<file path="src/rtl/compressor_pwm_driver.sv">
// -----------------------------------------------------------------------------
// compressor_pwm_driver
//
// Turns the signed Q8.8 output of the upstream PID controller into a PWM drive
// for the compressor. Negative pid_out is cooling demand. The duty cycle is
// only picked up at PWM period boundaries so the waveform never glitches
// mid-period. When a run ends, a minimum-off lockout keeps the compressor
// from short-cycling.
//
// Optional feature (compile-time macro COMP_SOFTSTART_EN):
//   When defined, a soft-start ramp limits the applied duty. The ramp starts
//   at RAMP_STEP when a run begins and grows by RAMP_STEP every period,
//   saturating at 255. When undefined, no ramp logic exists.
//
// Parameters
//   PRESCALE        clk cycles per PWM tick (>=1)
//   DUTY_SHIFT      right shift from demand magnitude to duty
//   MIN_OFF_PERIODS PWM periods that the drive is held off after a run (>=1)
//   RAMP_STEP       soft-start duty increment per period
//
// Ports
//   clk           in   system clock
//   rst_n         in   asynchronous active-low reset
//   enable        in   run request; low stops a run through the lockout
//   pid_out[15:0] in   signed Q8.8 controller output, sampled at boundaries
//   comp_on       out  registered compressor drive
//   duty_applied  out  duty in force this period (0..255)
//   lockout       out  high while the minimum-off lockout is active
//   period_start  out  one-clk pulse on the first clk of each PWM period
// -----------------------------------------------------------------------------
module compressor_pwm_driver #(
  parameter int PRESCALE        = 10,
  parameter int DUTY_SHIFT      = 4,
  parameter int MIN_OFF_PERIODS = 8,
  parameter int RAMP_STEP       = 32
) (
  input  logic        clk,
  input  logic        rst_n,
  input  logic        enable,
  input  logic [15:0] pid_out,
  output logic        comp_on,
  output logic [7:0]  duty_applied,
  output logic        lockout,
  output logic        period_start
);

  localparam int PW = (PRESCALE > 1) ? $clog2(PRESCALE) : 1;
  localparam int LW = $clog2(MIN_OFF_PERIODS + 1);

  typedef enum logic [1:0] {
    ST_OFF,
    ST_RUN,
    ST_LOCKOUT
  } state_t;

  state_t          state_reg, state_next;
  logic [PW-1:0]   presc_reg;
  logic [7:0]      pwm_cnt_reg;
  logic [LW-1:0]   lock_cnt_reg, lock_cnt_next;
  logic [7:0]      duty_latched_reg, duty_latched_next;
  logic            comp_on_reg;
  logic            period_start_reg;
  logic            tick;
  logic            pb;
  logic            start_run;
  logic [7:0]      duty_eff;

  // ---------------------------------------------------------------------------
  // Timebase: prescaler -> tick, tick -> 255-step PWM counter.
  // ---------------------------------------------------------------------------
  assign tick = (presc_reg == PW'(PRESCALE - 1));
  // Period boundary: the tick on which pwm_cnt wraps 254 -> 0.
  assign pb   = tick && (pwm_cnt_reg == 8'd254);

  always_ff @(posedge clk or negedge rst_n) begin
    if (!rst_n) begin
      presc_reg        <= '0;
      pwm_cnt_reg      <= 8'd0;
      period_start_reg <= 1'b0;
    end else begin
      presc_reg        <= tick ? '0 : presc_reg + PW'(1);
      if (tick) begin
        pwm_cnt_reg <= pb ? 8'd0 : pwm_cnt_reg + 8'd1;
      end
      period_start_reg <= pb;
    end
  end

  // ---------------------------------------------------------------------------
  // Duty calculation. Negating in 17 bits keeps -32768 as +32768.
  // ---------------------------------------------------------------------------
  logic signed [16:0] demand;
  logic signed [16:0] demand_shift;
  logic [7:0]         duty_calc;

  assign demand       = -$signed({pid_out[15], pid_out});
  assign demand_shift = demand >>> DUTY_SHIFT;

  always_comb begin
    duty_calc = 8'd0;
    if (demand[16] || (demand == 17'sd0)) begin
      duty_calc = 8'd0;
    end else if (demand_shift > 17'sd255) begin
      duty_calc = 8'd255;
    end else begin
      duty_calc = demand_shift[7:0];
    end
  end

  // ---------------------------------------------------------------------------
  // Run / lockout state machine.
  // ---------------------------------------------------------------------------
  always_ff @(posedge clk or negedge rst_n) begin
    if (!rst_n) begin
      state_reg        <= ST_OFF;
      lock_cnt_reg     <= '0;
      duty_latched_reg <= 8'd0;
    end else begin
      state_reg        <= state_next;
      lock_cnt_reg     <= lock_cnt_next;
      duty_latched_reg <= duty_latched_next;
    end
  end

  always_comb begin
    state_next        = state_reg;
    lock_cnt_next     = lock_cnt_reg;
    duty_latched_next = duty_latched_reg;
    start_run         = 1'b0;
    case (state_reg)
      ST_OFF: begin
        if (pb && enable && (duty_calc != 8'd0)) begin
          state_next        = ST_RUN;
          duty_latched_next = duty_calc;
          start_run         = 1'b1;
        end
      end
      ST_RUN: begin
        // Enable loss stops the run at once, boundary or not.
        if (!enable) begin
          state_next    = ST_LOCKOUT;
          lock_cnt_next = LW'(MIN_OFF_PERIODS);
        end else if (pb) begin
          if (duty_calc == 8'd0) begin
            state_next    = ST_LOCKOUT;
            lock_cnt_next = LW'(MIN_OFF_PERIODS);
          end else begin
            duty_latched_next = duty_calc;
          end
        end
      end
      ST_LOCKOUT: begin
        if (pb) begin
          if (lock_cnt_reg <= LW'(1)) begin
            // Count reaches zero: the OFF decision is taken on this same
            // boundary, so the drive is held off for exactly the lockout
            // periods and a pending demand restarts without a spare period.
            lock_cnt_next = '0;
            if (enable && (duty_calc != 8'd0)) begin
              state_next        = ST_RUN;
              duty_latched_next = duty_calc;
              start_run         = 1'b1;
            end else begin
              state_next = ST_OFF;
            end
          end else begin
            lock_cnt_next = lock_cnt_reg - LW'(1);
          end
        end
      end
      default: begin
        state_next    = ST_OFF;
        lock_cnt_next = '0;
      end
    endcase
  end

  // ---------------------------------------------------------------------------
  // Effective duty (optionally limited by the soft-start ramp).
  // ---------------------------------------------------------------------------
`ifdef COMP_SOFTSTART_EN
  localparam logic [8:0] RAMP_STEP_W = (RAMP_STEP > 255) ? 9'd255 : 9'(RAMP_STEP);

  logic [7:0] ramp_reg, ramp_next;
  logic [8:0] ramp_sum;

  assign ramp_sum = {1'b0, ramp_reg} + RAMP_STEP_W;

  always_comb begin
    ramp_next = ramp_reg;
    if (start_run) begin
      ramp_next = RAMP_STEP_W[7:0];
    end else if (pb && (state_reg == ST_RUN) && (state_next == ST_RUN)) begin
      ramp_next = ramp_sum[8] ? 8'd255 : ramp_sum[7:0];
    end
  end

  always_ff @(posedge clk or negedge rst_n) begin
    if (!rst_n) begin
      ramp_reg <= 8'd0;
    end else begin
      ramp_reg <= ramp_next;
    end
  end

  assign duty_eff = (duty_latched_reg < ramp_reg) ? duty_latched_reg : ramp_reg;
`else
  assign duty_eff = duty_latched_reg;
`endif

  // ---------------------------------------------------------------------------
  // Outputs. comp_on lags pwm_cnt by one clk; the enable term drops it on the
  // very clk that enable is seen low.
  // ---------------------------------------------------------------------------
  always_ff @(posedge clk or negedge rst_n) begin
    if (!rst_n) begin
      comp_on_reg <= 1'b0;
    end else begin
      comp_on_reg <= (state_reg == ST_RUN) && enable && (pwm_cnt_reg < duty_eff);
    end
  end

  assign comp_on      = comp_on_reg;
  assign duty_applied = (state_reg == ST_RUN) ? duty_eff : 8'd0;
  assign lockout      = (state_reg == ST_LOCKOUT);
  assign period_start = period_start_reg;

endmodule

</file>
<file path="config.mk">
export PLATFORM = sky130hd
export DESIGN_NAME = compressor_pwm_driver
export DESIGN_NICKNAME = d
export VERILOG_FILES = /design/src/rtl/compressor_pwm_driver.sv
export SDC_FILE = /design/constraint.sdc
export NUM_CORES = 1
export LEC_CHECK = 0
export BUFFER_PORTS_ARGS = -buffer_cell sky130_fd_sc_hd__buf_4
export CAP_MARGIN = 25
export CORE_ASPECT_RATIO = 0.6
export CORE_MARGIN = 2
export CORE_UTILIZATION = 30
export DETAILED_ROUTE_END_ITERATION = 6
export HOLD_SLACK_MARGIN = 0.12
export PLACE_DENSITY = 0.51
export SYNTH_ARGS = -nofsm -noshare
export SYNTH_HDL_FRONTEND = slang
export SYNTH_SLANG_ARGS = --single-unit
</file>
<file path="constraint.sdc">
create_clock -name clk -period 3.22 [get_ports clk]
set_clock_uncertainty 0.15 [all_clocks]
set_input_delay 0.161 -clock clk [delete_from_list [all_inputs] [get_ports clk]]
set_output_delay 0.161 -clock clk [all_outputs]
set_load 0.01 [all_outputs]
</file>
==> results.json <==
{
  "status": "completed",
  "critPathLaunchType": "flip-flop",
  "power_density_nw_per_um2": 291.6,
  "clock-sinks": 28,
  "cap_violations": 0,
  "routed_wl_um": 4472,
  "r2r-start": "presc_reg[2]",
  "final_nets": 290,
  "p_clk_frac": 0.426,
  "post-route-period-util": 0.7412,
  "hold_buffers": 2,
  "antenna_found_initial": 0,
  "dieHeight_um": 67.85,
  "netlist_area_sq_um": 2038,
  "row_count": 23,
  "drv_slew": 0,
  "htreeDepth": 1,
  "worstMarginPinSlew_ns": 0.5153,
  "num_vias": 1605,
  "ff2ff_path_depth": 6,
  "clk_pin_slew_worst_paths_ns": 0.07,
  "start_util": 0.3079,
  "pre_cts_ws_ns": 0.8479,
  "fin_tns_setup_ns": 0,
  "cp_data_arrival_time_ns": 2.39,
  "fin_crit_ns": 2.387,
  "worstSetupEndpointType": "flip-flop",
  "ys_seq_area_frac": 0.3438,
  "critPathLaunch": "presc_reg[2]",
  "hold_class": "in -> reg",
  "cts_tree": "yes",
  "timing.reg2reg.setup_slack_ns": 0.83,
  "post-cts-setup-buffer-count": 0,
  "drive_gt1_frac": 0.2047,
  "worstPathRequired_ns": 3.22,
  "ant_nets": 0,
  "synth_cell_types": 54,
  "grt_pass1_vias": 1637,
  "dp_hpwl_um": 3554,
  "post_cts_resized": 0,
  "grt_first_pass_wirelength_um": 8086,
  "globalplace.congestion": 0.8106,
  "ys_ff_latch": 28,
  "io_pins": 30,
  "hold_viol": 0,
  "avgSynthCellArea_sq_um": 9.223,
  "synth.area.top_cells": "dfrtp_1, ha_1, o21ai_0",
  "crit_end": "state_reg[0]",
  "p_int_uw": 568.5,
  "switchingPower_uw": 150.5,
  "peakVddDrop_mv": 0.2043,
  "synth_warnings": 0,
  "fp.dieW_um": 110.4,
  "synth_async_sr_flop_share": 1.000,
  "mostFrequentLayoutCells": "buf_4, dfrtp_1, o21ai_0",
  "overflow": 0,
  "worst_slack_ns": 0.8334,
  "route.detailed.drc": 0,
  "fmax_mhz": 419.0,
  "grtUsageTotal": 0.1337,
  "setup_violations": 0,
  "sw_frac_of_total": 0.2094,
  "relSlewSlack": 0.6539,
  "portBuffers": 29,
  "syn_inst": 221,
  "n_antenna_cell": 0,
  "crit_type": "reg -> reg",
  "final_common_cell": "buf_4",
  "area_growth_syn_to_layout_pct": 20.99,
  "synth_ff_type": "dfrtp_1",
  "insertion_delay_ns": 0.26,
  "grt_max_degree": 29,
  "first_pass_iters": 4,
  "leakage_uw": 0.001217,
  "clk_path_buf_depth": 2,
  "synth_edf_count": 0,
  "die-area_sq_um": 7491,
  "core_sq_um": 6619,
  "fillers": 687,
  "worstReg2RegEnd": "state_reg[0]",
  "synth_top_cell_by_area": "dfrtp_1",
  "combPwrFrac": 0.085,
  "synth_top_area_frac": 0.3438,
  "crit_fanout": 6,
  "synth_nets": 256,
  "routedWlPerCell_um": 13.11,
  "seq_power_share": 0.489,
  "clockRootBuffer": "clkbuf_16",
  "rsz0062_at_grt": "no",
  "viasPerCell": 4.707,
  "drtIter0Drc": 62,
  "cts_buffers": 3
}
layer usage:
metal	global-route usage	vias to the layer above	share of wire
li1	-	865	-
met1	0.2021	717	0.60
met2	0.2017	19	0.36
met3	0.02923	4	0.032
met4	0.01406	0	0.0051
met5	0	-	0
through the flow:
| stage | hold WS [ns] | area [sq um] | power (uW) | util | instances |
|---|---|---|---|---|---|
| final | 0.1655 | 2466 | 719.0 | 0.3726 | 341 |
| after global routing | 0.1953 | 2466 | 755.2 | 0.3726 | 341 |
| after CTS | 0.1676 | 2466 | 738.0 | 0.3726 | 341 |
| after detailed placement | -0.03162 | 2357 | 418.2 | 0.3561 | 335 |
| after global placement | -0.03629 | 2357 | 418.0 | 0.3561 | 335 |
| after floorplan | -0.2846 | 2038 | 377.8 | - | 221 |
worst min path at each step:
| stage | startpoint | end | cells after the start |
|---|---|---|---|
| after floorplan | rst_n | comp_on | 0 |
| after global placement | rst_n | comp_on | 1 |
| after detailed placement | rst_n | duty_eff[2] | 1 |
| after CTS | pid_out[7] | duty_eff[3] | 4 |
| after global routing | pid_out[7] | duty_eff[3] | 4 |
| final | pid_out[11] | duty_eff[7] | 4 |
Yosys cell counts, types with 2 or more instances:
cell type  instances
nor4_4             2
a21oi_1            6
clkbuf_1           2
nor2_1            12
nor4_1             2
nand3_1            5
and3_1             2
or2_2              3
xnor2_1            6
inv_1             19
o21ai_1            2
o21ai_0           22
nand2b_1           3
mux2i_1            9
nor3_1             4
nand2_1           18
a21o_1             4
dfrtp_1           28
o21a_1             2
or3_1              3
and2_1             8
a21oi_2            2
nand4_1            8
ha_1              16
nor2b_1            3
mux2_2             2
critical path, cell delays in order (launching register included):
cell	delay [ns]
dfrtp_1	0.46
nand4bb_1	0.31
or2_2	0.37
nor2_2	0.23
a21boi_0	0.29
o221ai_1	0.18
mux2_2	0.29
logic make-up (layout without fill, tap and decap cells):
group	count (synthesis)	after routing	synth area share
xor+xnor	7	7	0.03008
buf+inv	22	55	0.04052
compound gates	54	54	0.1805
fa+ha+maj	16	16	0.09822
mux	12	12	0.06077
simple gates	82	82	0.2462
flops	28	28	0.3438
power by group through the flow:
stage	clock network [uW]	registers [uW]	logic (uW)
2_1_floorplan	0	358	19.4
3_3_place_gp	0	358	59.8
3_5_place_dp	0	358	59.9
4_1_cts	325	351	61.9
5_1_grt	335	351	68.8
6_report	306	352	61.1
area by class of cell:
| cell class | count | area (sq um) | area share |
|---|---|---|---|
| clock buffer | 4 | 88.84 | 0.03602 |
| inverter | 20 | 75.07 | 0.03044 |
| multi-input combinational | 171 | 1255 | 0.5089 |
| sequential | 28 | 700.7 | 0.2841 |
| tap | 87 | 108.9 | 0.04414 |
| timing repair buffer | 31 | 237.7 | 0.09640 |
No activity file was read; power rests on OpenSTA's default activity.
